===== src/rtl/sram_axi_bridge.sv =====
// rtl/sram_axi_bridge.sv - single-outstanding SRAM-style request to AXI4 single-beat bridge
module sram_axi_bridge #(
    parameter int         ADDR_W = 32,
    parameter int         DATA_W = 32,
    parameter logic [3:0] AXI_ID = 4'd0
) (
    input  logic              clk,
    input  logic              rst,
    // SRAM-style upstream port
    input  logic              sram_en,
    input  logic [3:0]        sram_we,
    input  logic [ADDR_W-1:0] sram_addr,
    input  logic [DATA_W-1:0] sram_wdata,
    output logic              sram_addr_ok,
    output logic              sram_data_ok,
    output logic [DATA_W-1:0] sram_rdata,
    output logic              sram_err,
    // AXI read address channel
    output logic [3:0]        arid,
    output logic [7:0]        arlen,
    output logic [2:0]        arsize,
    output logic [1:0]        arburst,
    output logic [ADDR_W-1:0] araddr,
    output logic              arvalid,
    input  logic              arready,
    // AXI read data channel
    input  logic [DATA_W-1:0] rdata,
    input  logic [1:0]        rresp,
    input  logic              rvalid,
    output logic              rready,
    // AXI write address channel
    output logic [3:0]        awid,
    output logic [7:0]        awlen,
    output logic [2:0]        awsize,
    output logic [1:0]        awburst,
    output logic [ADDR_W-1:0] awaddr,
    output logic              awvalid,
    input  logic              awready,
    // AXI write data channel
    output logic [DATA_W-1:0] wdata,
    output logic [3:0]        wstrb,
    output logic              wlast,
    output logic              wvalid,
    input  logic              wready,
    // AXI write response channel
    input  logic [1:0]        bresp,
    input  logic              bvalid,
    output logic              bready
);

    typedef enum logic [2:0] {
        S_IDLE,
        S_RD_A,
        S_RD_D,
        S_WR_AW,
        S_WR_B,
        S_RESP
    } state_t;

    state_t              state_q, state_d;
    logic [ADDR_W-1:0]   addr_q, addr_d;
    logic [DATA_W-1:0]   wdata_q, wdata_d;
    logic [3:0]          wstrb_q, wstrb_d;
    logic [DATA_W-1:0]   rdata_q, rdata_d;
    logic                err_q, err_d;
    logic                aw_done_q, aw_done_d;
    logic                w_done_q, w_done_d;
    logic                aw_fire;
    logic                w_fire;

    // Single-beat, INCR, 4-byte transfers only
    assign arid    = AXI_ID;
    assign arlen   = 8'd0;
    assign arsize  = 3'd2;
    assign arburst = 2'b01;
    assign awid    = AXI_ID;
    assign awlen   = 8'd0;
    assign awsize  = 3'd2;
    assign awburst = 2'b01;
    assign wlast   = 1'b1;

    // Request fields come straight from the latched registers so they stay stable under valid
    assign araddr     = addr_q;
    assign awaddr     = addr_q;
    assign wdata      = wdata_q;
    assign wstrb      = wstrb_q;
    assign sram_rdata = rdata_q;
    assign sram_err   = err_q;

    // State and request/response registers
    always_ff @(posedge clk) begin
        if (rst) begin
            state_q   <= S_IDLE;
            addr_q    <= '0;
            wdata_q   <= '0;
            wstrb_q   <= '0;
            rdata_q   <= '0;
            err_q     <= 1'b0;
            aw_done_q <= 1'b0;
            w_done_q  <= 1'b0;
        end else begin
            state_q   <= state_d;
            addr_q    <= addr_d;
            wdata_q   <= wdata_d;
            wstrb_q   <= wstrb_d;
            rdata_q   <= rdata_d;
            err_q     <= err_d;
            aw_done_q <= aw_done_d;
            w_done_q  <= w_done_d;
        end
    end

    // Next-state and handshake outputs; the write phase tracks AW and W completion separately
    always_comb begin
        state_d      = state_q;
        addr_d       = addr_q;
        wdata_d      = wdata_q;
        wstrb_d      = wstrb_q;
        rdata_d      = rdata_q;
        err_d        = err_q;
        aw_done_d    = aw_done_q;
        w_done_d     = w_done_q;
        aw_fire      = 1'b0;
        w_fire       = 1'b0;
        sram_addr_ok = 1'b0;
        sram_data_ok = 1'b0;
        arvalid      = 1'b0;
        rready       = 1'b0;
        awvalid      = 1'b0;
        wvalid       = 1'b0;
        bready       = 1'b0;

        unique case (state_q)
            S_IDLE: begin
                sram_addr_ok = 1'b1;
                if (sram_en) begin
                    addr_d    = sram_addr;
                    wdata_d   = sram_wdata;
                    wstrb_d   = sram_we;
                    aw_done_d = 1'b0;
                    w_done_d  = 1'b0;
                    state_d   = (sram_we == 4'd0) ? S_RD_A : S_WR_AW;
                end
            end
            S_RD_A: begin
                arvalid = 1'b1;
                if (arready) begin
                    state_d = S_RD_D;
                end
            end
            S_RD_D: begin
                rready = 1'b1;
                if (rvalid) begin
                    rdata_d = rdata;
                    err_d   = (rresp != 2'b00);
                    state_d = S_RESP;
                end
            end
            S_WR_AW: begin
                awvalid   = !aw_done_q;
                wvalid    = !w_done_q;
                aw_fire   = awvalid && awready;
                w_fire    = wvalid && wready;
                aw_done_d = aw_done_q || aw_fire;
                w_done_d  = w_done_q || w_fire;
                if (aw_done_d && w_done_d) begin
                    state_d = S_WR_B;
                end
            end
            S_WR_B: begin
                bready = 1'b1;
                if (bvalid) begin
                    err_d   = (bresp != 2'b00);
                    state_d = S_RESP;
                end
            end
            S_RESP: begin
                sram_data_ok = 1'b1;
                state_d      = S_IDLE;
            end
            default: begin
                state_d = S_IDLE;
            end
        endcase
    end

endmodule

===== config.mk =====
export PLATFORM = sky130hd
export DESIGN_NAME = sram_axi_bridge
export DESIGN_NICKNAME = d
export VERILOG_FILES = /design/src/rtl/sram_axi_bridge.sv
export SDC_FILE = /design/constraint.sdc
export NUM_CORES = 1
export LEC_CHECK = 0
export CAP_MARGIN = 10
export CORE_ASPECT_RATIO = 1.25
export CORE_MARGIN = 4
export CORE_UTILIZATION = 36
export DETAILED_ROUTE_END_ITERATION = 7
export PLACE_DENSITY = 0.87
export REMOVE_ABC_BUFFERS = 1
export SYNTH_ARGS = -nofsm -noshare
export SYNTH_HDL_FRONTEND = slang
export SYNTH_SLANG_ARGS = --single-unit

===== constraint.sdc =====
create_clock -name clk -period 1.95 [get_ports clk]
set_clock_uncertainty 0.2 [all_clocks]
set_input_delay 0.39 -clock clk [delete_from_list [all_inputs] [get_ports clk]]
set_output_delay 0.39 -clock clk [all_outputs]
set_load 0.1 [all_outputs]

== Yosys cells after proc, flatten, opt, wreduce, memory -nomap -nowiden ==
Index checks and enable logic that the tools add are counted.
Widths: inputs -> output; s select.

* Flip-flop bits (word level): 106
* Latch bits: 0
* Memory bits (writable): 0
* Bits in read-only memories: 0
* Input bits: 112
* Output and inout bits: 175
* Logic and storage cells: 56
* Memories: 0

* Add/sub/neg operators: 0
* Multiply operators: 0
* Divide/modulo/power cells: 0
* $lt $le $gt $ge: 0
* Equality and inequality tests: 10
* Shifts and indexed selects: 0
* Muxes and demuxes: 20
* Bitwise gates (word level): 0
* Reduce and logical (&&, ||, !) cells: 18

{| class="wikitable"
|+ Operator list
! cell !! number
|-
| $mux 3 || 5
|-
| $pmux 3 s5 || 1
|-
| $mux 1 || 10
|-
| $ne 2x2->1 const B || 5
|-
| $reduce_bool 2->1 || 4
|-
| $eq 3x2->1 const B || 2
|-
| $eq 3x3->1 const B || 2
|-
| $pmux 1 s2 || 3
|-
| $reduce_and 2->1 || 3
|-
| $reduce_and 5->1 || 1
|-
| $logic_not 4->1 || 1
|-
| $eq 3x1->1 const B || 1
|-
| $logic_and 1x1->1 || 3
|-
| $logic_not 3->1 || 1
|-
| $reduce_and 3->1 || 1
|-
| $logic_not 1->1 || 2
|-
| $logic_or 1x1->1 || 2
|-
| $mux 2 || 1
|}

== Logic depth before layout (Yosys ltp) ==
Gate-level depths: netlist of the first run.

* Depth in word-level cells: 6
* Gate-level depth with buffers: 6
* Gate-level depth less buffers: 3

== Worst setup path after synthesis of the first run ==
OpenSTA, ideal clock, no wires.

* Kind: flip-flop to output port
* Start: register state_q[0]
* End: output port sram_addr_ok
* Data arrival time: 2.647 ns
* Required time: 1.360 ns
* Slack: -1.287 ns
* Stages on the path, launching flop included: 4
* Path buffers: 2
* Path through: dfxtp_1 -> buf_2 -> clkbuf_1 -> nor3_1

* Longest elaborated chain between the ends: 2

{| class="wikitable"
|+ Ends and longest elaborated chain
! item !! RTL line !! text
|-
| from (decl) || 60 || <nowiki>state_t state_q, state_d;</nowiki>
|-
| from (signal assigned) || 102 || <nowiki>state_q <= state_d;</nowiki>
|-
| $logic_not 3->1 || 133 || <nowiki>unique case (state_q)</nowiki>
|-
| $mux 1 || 133 ||
|-
| to (decl) || 14 || <nowiki>output logic sram_addr_ok,</nowiki>
|}

Every way passes these cells.

== Worst setup path in the final report of the first run ==
* Start: register state_q[2]
* End: output port wvalid

* Longest elaborated chain between the ends: 2

{| class="wikitable"
|+ Ends and longest elaborated chain
! item !! RTL line !! text
|-
| $eq 3x2->1 || 133 ||
|-
| $mux 1 || 133 ||
|-
| to (decl) || 43 || <nowiki>output logic wvalid,</nowiki>
|}

Every way passes these cells.

==> results.json, run 1 <==
{
  "status": "complete, but fails checks",
  "violations": "negative setup slack",
  "power.density_mw_per_mm2": 1340,
  "internal-power_mw": 5.68,
  "cts_tree": "yes",
  "synth.largest_area_cell": "dfxtp_1",
  "grt_overflow": 0,
  "synthArstFlopShare_pct": 0,
  "core_area_mm2": 0.0118,
  "cpPeakStageDelay_ps": 330,
  "ant_nets": 0,
  "setup_viol": 3,
  "area.growth.synth_to_final_pct": 94.8,
  "crit_path_start_kind": "register",
  "hold_path.class": "in -> reg",
  "fin_cells": 935,
  "synthMostInstantiatedCell": "nand2_1",
  "die_area_mm2": 0.0140,
  "drc": 0,
  "critical_path.startpoint": "state_q[2]",
  "dpl_cell_area_mm2": 0.00811,
  "path_cells": "buf_6, nand3b_1, nor2_2, buf_12",
  "seqPwrFrac_pct": 25.5,
  "fill_cells": 747,
  "drive_above_1_share_pct": 25.3,
  "hpwl_um": 11400,
  "cp_num_buf_inv": 2,
  "clk_pin_slew_worst_paths_ps": 70,
  "crit_path_end_kind": "primary output",
  "synth-edff-count": 0,
  "critical_path_required_ps": 1360,
  "syn_inst": 555,
  "multi_input_area_mm2": 0.00175,
  "fmax_mhz": 508,
  "period_needed_ps": 1970,
  "grt_pass1_wl_um": 22500,
  "yosysSeqAreaShare_pct": 48.4,
  "met1_usage_pct": 19.8,
  "fin_crit_sh_pct": 101,
  "switching_share_pct": 50.2,
  "grt_max_degree": 71,
  "hp-start": "rst",
  "num_vias": 4432,
  "rsz0062_at_grt": "yes",
  "initial_utilization_pct": 37.2,
  "switching_power_mw": 5.74,
  "grt_antenna_before_repair": 1,
  "top_usage_layer": "met2",
  "io_buffers": 251,
  "post_drt_via_cell_ratio": 4.74,
  "rr_startpoint": "state_q[2]",
  "cts_buffers": 9,
  "grt_pass1_vias": 4442,
  "synth_seq_cells": 106,
  "crit_type": "reg -> out",
  "clock_power_share_pct": 14.3,
  "fin_ws_ps": -19.9,
  "grt_use_met2_pct": 36.6,
  "grt_usage_pct": 20.1,
  "ys_types": 29,
  "syn_area_mm2": 0.00439,
  "synthFlopType": "dfxtp_1",
  "p_leak_nw": 3.32,
  "grtUsageMet3_pct": 7.56,
  "slew_violations": 0,
  "totalWireLength_um": 15000,
  "pwr-share-comb_pct": 60.3,
  "yosysWarnings": 0,
  "htreeDepth": 3,
  "synth_top_area_share_pct": 48.4,
  "cts_sinks": 106,
  "place_inst": 906,
  "row_count": 44,
  "critPathTopFamily": "simple AND/OR/NAND/NOR gates",
  "fp.dieH_um": 131,
  "clk_path_buf_depth": 2,
  "antennaDiodeCount": 0,
  "clk_latency_ps": 330,
  "cts_hold_buf": 0,
  "final_nets": 883,
  "crit_fanout": 5,
  "ir_worst_vdd_v": 0.000853,
  "postLayoutCellArea_mm2": 0.00854,
  "io_pins": 287,
  "avgSynthCellArea_um2": 7.90,
  "synthTopCellsByArea": "dfxtp_1 (48%), nand2_1 (17%), buf_4 (12%), a21oi_1 (12%), buf_2 (2.3%)",
  "die_x_um": 107,
  "hold_viol_final": 0,
  "synthTopCellsByCount": "nand2_1 (200), dfxtp_1 (106), a21oi_1 (103), buf_4 (70), buf_2 (20)",
  "drtIter0Drc": 161,
  "arrival_ps": 1380,
  "maxCapViolCount": 0,
  "wl_per_cell_um": 16.0,
  "regArea_mm2": 0.00213,
  "drt_first_pass_iters": 4,
  "cts-root-buf": "clkbuf_16",
  "place.gp.congestion": 0.730,
  "crit_slowest_cell": "dfxtp_2"
}
-- kinds of logic (layout without fill, tap and decap cells) --
kind of cell           after synthesis  count (layout)  share of synthesized area, %
AOI/OAI and AO/OA                  111             111                          13.5
buffers and inverters              106             292                          15.8
DFF                                106             106                          48.4
muxes                                3               3                         0.770
other                                2              35                         0.171
and+or+nand+nor                    227             227                          21.4
-- flip-flops by register name, indices dropped and copies added (netlist names) --
name and flops:
w_done_q 1, wdata 32, sram_err 1, sram_rdata 32, wstrb 4, aw_done_q 1
state_q 3, araddr 32
-- final cells by class --
type | count | area share [%]
timing repair buffer | 278 | 49.3
sequential | 106 | 24.9
multi-input combinational | 376 | 20.4
clock buffer | 9 | 2.64
tap | 161 | 2.36
clock inverter | 5 | 0.396
-- per-stage QoR --
| step | util, % | power (mW) | TNS (ps) | hold WS (ps) | worst slack (ps) |
|---|---|---|---|---|---|
| after floorplan | - | 6.91 | -191920 | 259 | -1810 |
| after detailed placement | 68.8 | 9.62 | -22630 | 283 | -324 |
| after CTS | 72.2 | 11.4 | -85.3 | 125 | -47.5 |
| after global placement | 68.8 | 9.52 | -20620 | 278 | -303 |
| final | 72.5 | 11.4 | -38.9 | 141 | -19.9 |
| after global routing | 72.5 | 11.8 | -306 | 138 | -95.4 |
-- final timing paths --
path | end | slack (ps) | cells past startpoint
hold reg to reg | wdata[13] | 290 | 2
setup reg to reg | state_q[0] | 110 | 7
setup / recovery | wvalid | -20 | 4
hold / removal | wstrb[2] | 140 | 2
-- power by group through the flow --
stage               clock network, mW  registers, mW  logic (mW)
floorplan                           0           5.58        1.33
global placement                    0           2.93        6.59
detailed placement                  0           2.96        6.66
CTS                              1.66           2.91        6.83
global route                     1.74           2.95        7.10
finish                           1.63           2.91        6.88
-- per-layer routing --
layer  vias up  share of wire (%)
li1       2112                  -
met1      2030                 34
met2       248                 52
met3        40                 11
met4         2                3.3
met5         -              0.073
-- repair_timing --
| action | CTS | global route |
|---|---|---|
| setup endpoints to repair | 7 | 44 |
| buffers inserted | 13 | 1 |
| pin swaps | 2 | 1 |
| gates cloned | 1 | 1 |
| resized for setup | 13 | 2 |
-- cell usage in the layout, fill, tap and decap left out, types with 2 or more instances in the layout --
cell / Yosys / layout
a21oi_1: 103 / 103
nor2b_1: 3 / 3
clkbuf_16: 0 / 10
clkinvlp_4: 0 / 2
dfxtp_2: 0 / 2
dfxtp_1: 106 / 103
a22oi_2: 2 / 2
mux2_1: 3 / 3
buf_4: 70 / 18
clkinv_2: 0 / 2
conb_1: 2 / 35
buf_6: 1 / 2
nand2b_1: 2 / 2
clkdlybuf4s50_1: 0 / 110
nand2_1: 200 / 200
nor2_1: 9 / 6
buf_12: 0 / 145
nor2_2: 0 / 3
and3b_1: 2 / 2
Note: power is estimated with default switching activity, not from simulation.
==> run 2: changes to the inputs <==
--- a/config.mk
+++ b/config.mk
@@ -6,11 +6,11 @@
 export NUM_CORES = 1
 export LEC_CHECK = 0
 export CAP_MARGIN = 10
-export CORE_ASPECT_RATIO = 1.25
-export CORE_MARGIN = 4
-export CORE_UTILIZATION = 36
+export CORE_AREA = 4 4 110 112
 export DETAILED_ROUTE_END_ITERATION = 7
-export PLACE_DENSITY = 0.87
+export DIE_AREA = 0 0 114 116
+export DONT_BUFFER_PORTS = 1
+export PLACE_DENSITY = 0.61
 export REMOVE_ABC_BUFFERS = 1
 export SYNTH_ARGS = -nofsm -noshare
 export SYNTH_HDL_FRONTEND = slang
==> results.json, run 2 (same netlist as run 1, synthesis figures left out) <==
{
  "status": "complete, but fails checks",
  "violations": "negative hold slack, negative setup slack",
  "arrival_ps": 1400,
  "rr_startpoint": "state_q[2]",
  "ir_worst_vdd_v": 0.00100,
  "place_ws_ps": 164,
  "place.gp.congestion": 0.746,
  "drtIter0Drc": 164,
  "fp.dieH_um": 116,
  "drt_first_pass_iters": 4,
  "clk_path_buf_depth": 2,
  "core_area_mm2": 0.0112,
  "cpPeakStageDelay_ps": 360,
  "slew_violations": 0,
  "cts-root-buf": "clkbuf_16",
  "grt_usage_pct": 16.4,
  "ff2ff_path_depth": 4,
  "grt_overflow": 0,
  "dpl_cell_area_mm2": 0.00549,
  "fin_crit_sh_pct": 102,
  "area.growth.synth_to_final_pct": 34.2,
  "hold_path_depth": 1,
  "r2r_slack_ps": 160,
  "cts_sinks": 106,
  "fill_cells": 996,
  "hpwl_um": 8380,
  "path_cells": "buf_6, nand3b_1, nor2_2, buf_12",
  "r2r_end": "wdata[27]",
  "final_cell_mix": "nand2_1 (200), a21oi_1 (103), buf_4 (80), dfxtp_1 (72), buf_12 (42)",
  "regArea_mm2": 0.00216,
  "postLayoutCellArea_mm2": 0.00589,
  "die_area_mm2": 0.0132,
  "fin_util_pct": 52.5,
  "hold_viol_final": 104,
  "fmax_mhz": 503,
  "crit_path_start_kind": "register",
  "num_vias": 3665,
  "row_count": 39,
  "drive_above_1_share_pct": 29.7,
  "wl_per_cell_um": 14.9,
  "hold_path.class": "in -> reg",
  "totalWireLength_um": 11400,
  "period_needed_ps": 1990,
  "setup_viol": 2,
  "critical_path.startpoint": "state_q[1]",
  "post_drt_via_cell_ratio": 4.78,
  "hold_slack_ps": -92.3,
  "maxCapViolCount": 0,
  "critical_path_required_ps": 1360,
  "power.density_mw_per_mm2": 1740,
  "setup.worst_path.end": "wvalid",
  "ant_nets": 0,
  "final_nets": 730,
  "cts_tree": "yes",
  "die_x_um": 114,
  "crit_fanout": 12,
  "crit_type": "reg -> out",
  "power.total_mw": 10.2,
  "grt_pass1_wl_um": 17200,
  "crit_slowest_cell": "dfxtp_1",
  "cts_buffers": 9,
  "io_buffers": 0,
  "fin_ws_ps": -37.6,
  "final_common_cell": "nand2_1",
  "grt_max_degree": 109,
  "grt_antenna_before_repair": 0,
  "drc": 0,
  "initial_utilization_pct": 39.1,
  "multi_input_area_mm2": 0.00174,
  "clk_pin_slew_worst_paths_ps": 70,
  "htreeDepth": 3,
  "io_pins": 287,
  "rsz0062_at_grt": "yes",
  "clk_latency_ps": 340,
  "antennaDiodeCount": 0,
  "grt_pass1_vias": 3296,
  "crit_path_end_kind": "primary output",
  "p_leak_nw": 2.39
}
[run 2: layout make-up]
cell class / count / share of cell area, %
Clock inverter: 4 / 0.829
Multi-Input combinational cell: 376 / 29.5
Clock buffer: 12 / 4.53
Tap cell: 143 / 3.04
Sequential cell: 106 / 36.8
Timing Repair Buffer: 125 / 25.3
[run 2: what timing repair did]
item | 4_1_cts | 5_1_grt
endpoints found under the hold margin | 105 | 105
gates resized for setup | 3 | 1
setup endpoints to repair | 7 | 5
setup buffers | 6 | 3
pin swaps | 2 | 3
gates cloned | 0 | 0
[run 2: routing by layer]
layer	up-vias	GRT usage (%)	routed length (um)	share of wire, %
li1	1808	-	-	-
met1	1622	18.5	4180	37
met2	217	27.6	5710	50
met3	18	6.37	1260	11
met4	0	7.28	240	2.1
met5	-	0	0	0
[run 2: stage by stage]
stage	TNS, ps	std cells
floorplan	-191920	482
global placement	0	741
detailed placement	0	741
CTS	-105	763
global route	-288	766
finish	-69.1	766
[run 2: worst min-delay path by stage]
stage | slack (ps) | end | startpoint
detailed placement | 240 | wdata[11] | wdata[11]
floorplan | 260 | araddr[0] | rst
global placement | 240 | wdata[18] | wdata[18]
finish | -90 | araddr[4] | rst
CTS | -110 | araddr[4] | rst
global route | -110 | araddr[4] | rst
[run 2: where the power goes]
part,internal [mW],leakage (nW),switching (mW)
Combinational,1.26,1.35,4.42
Clock,1.10,0.159,0.764
Sequential,2.50,0.879,0.173
[run 2: critical path, delay by kind of cell, from the launching register on]
family,cells,cell delay [ps]
flops,1,360
simple gates,2,330
buf+inv,2,360
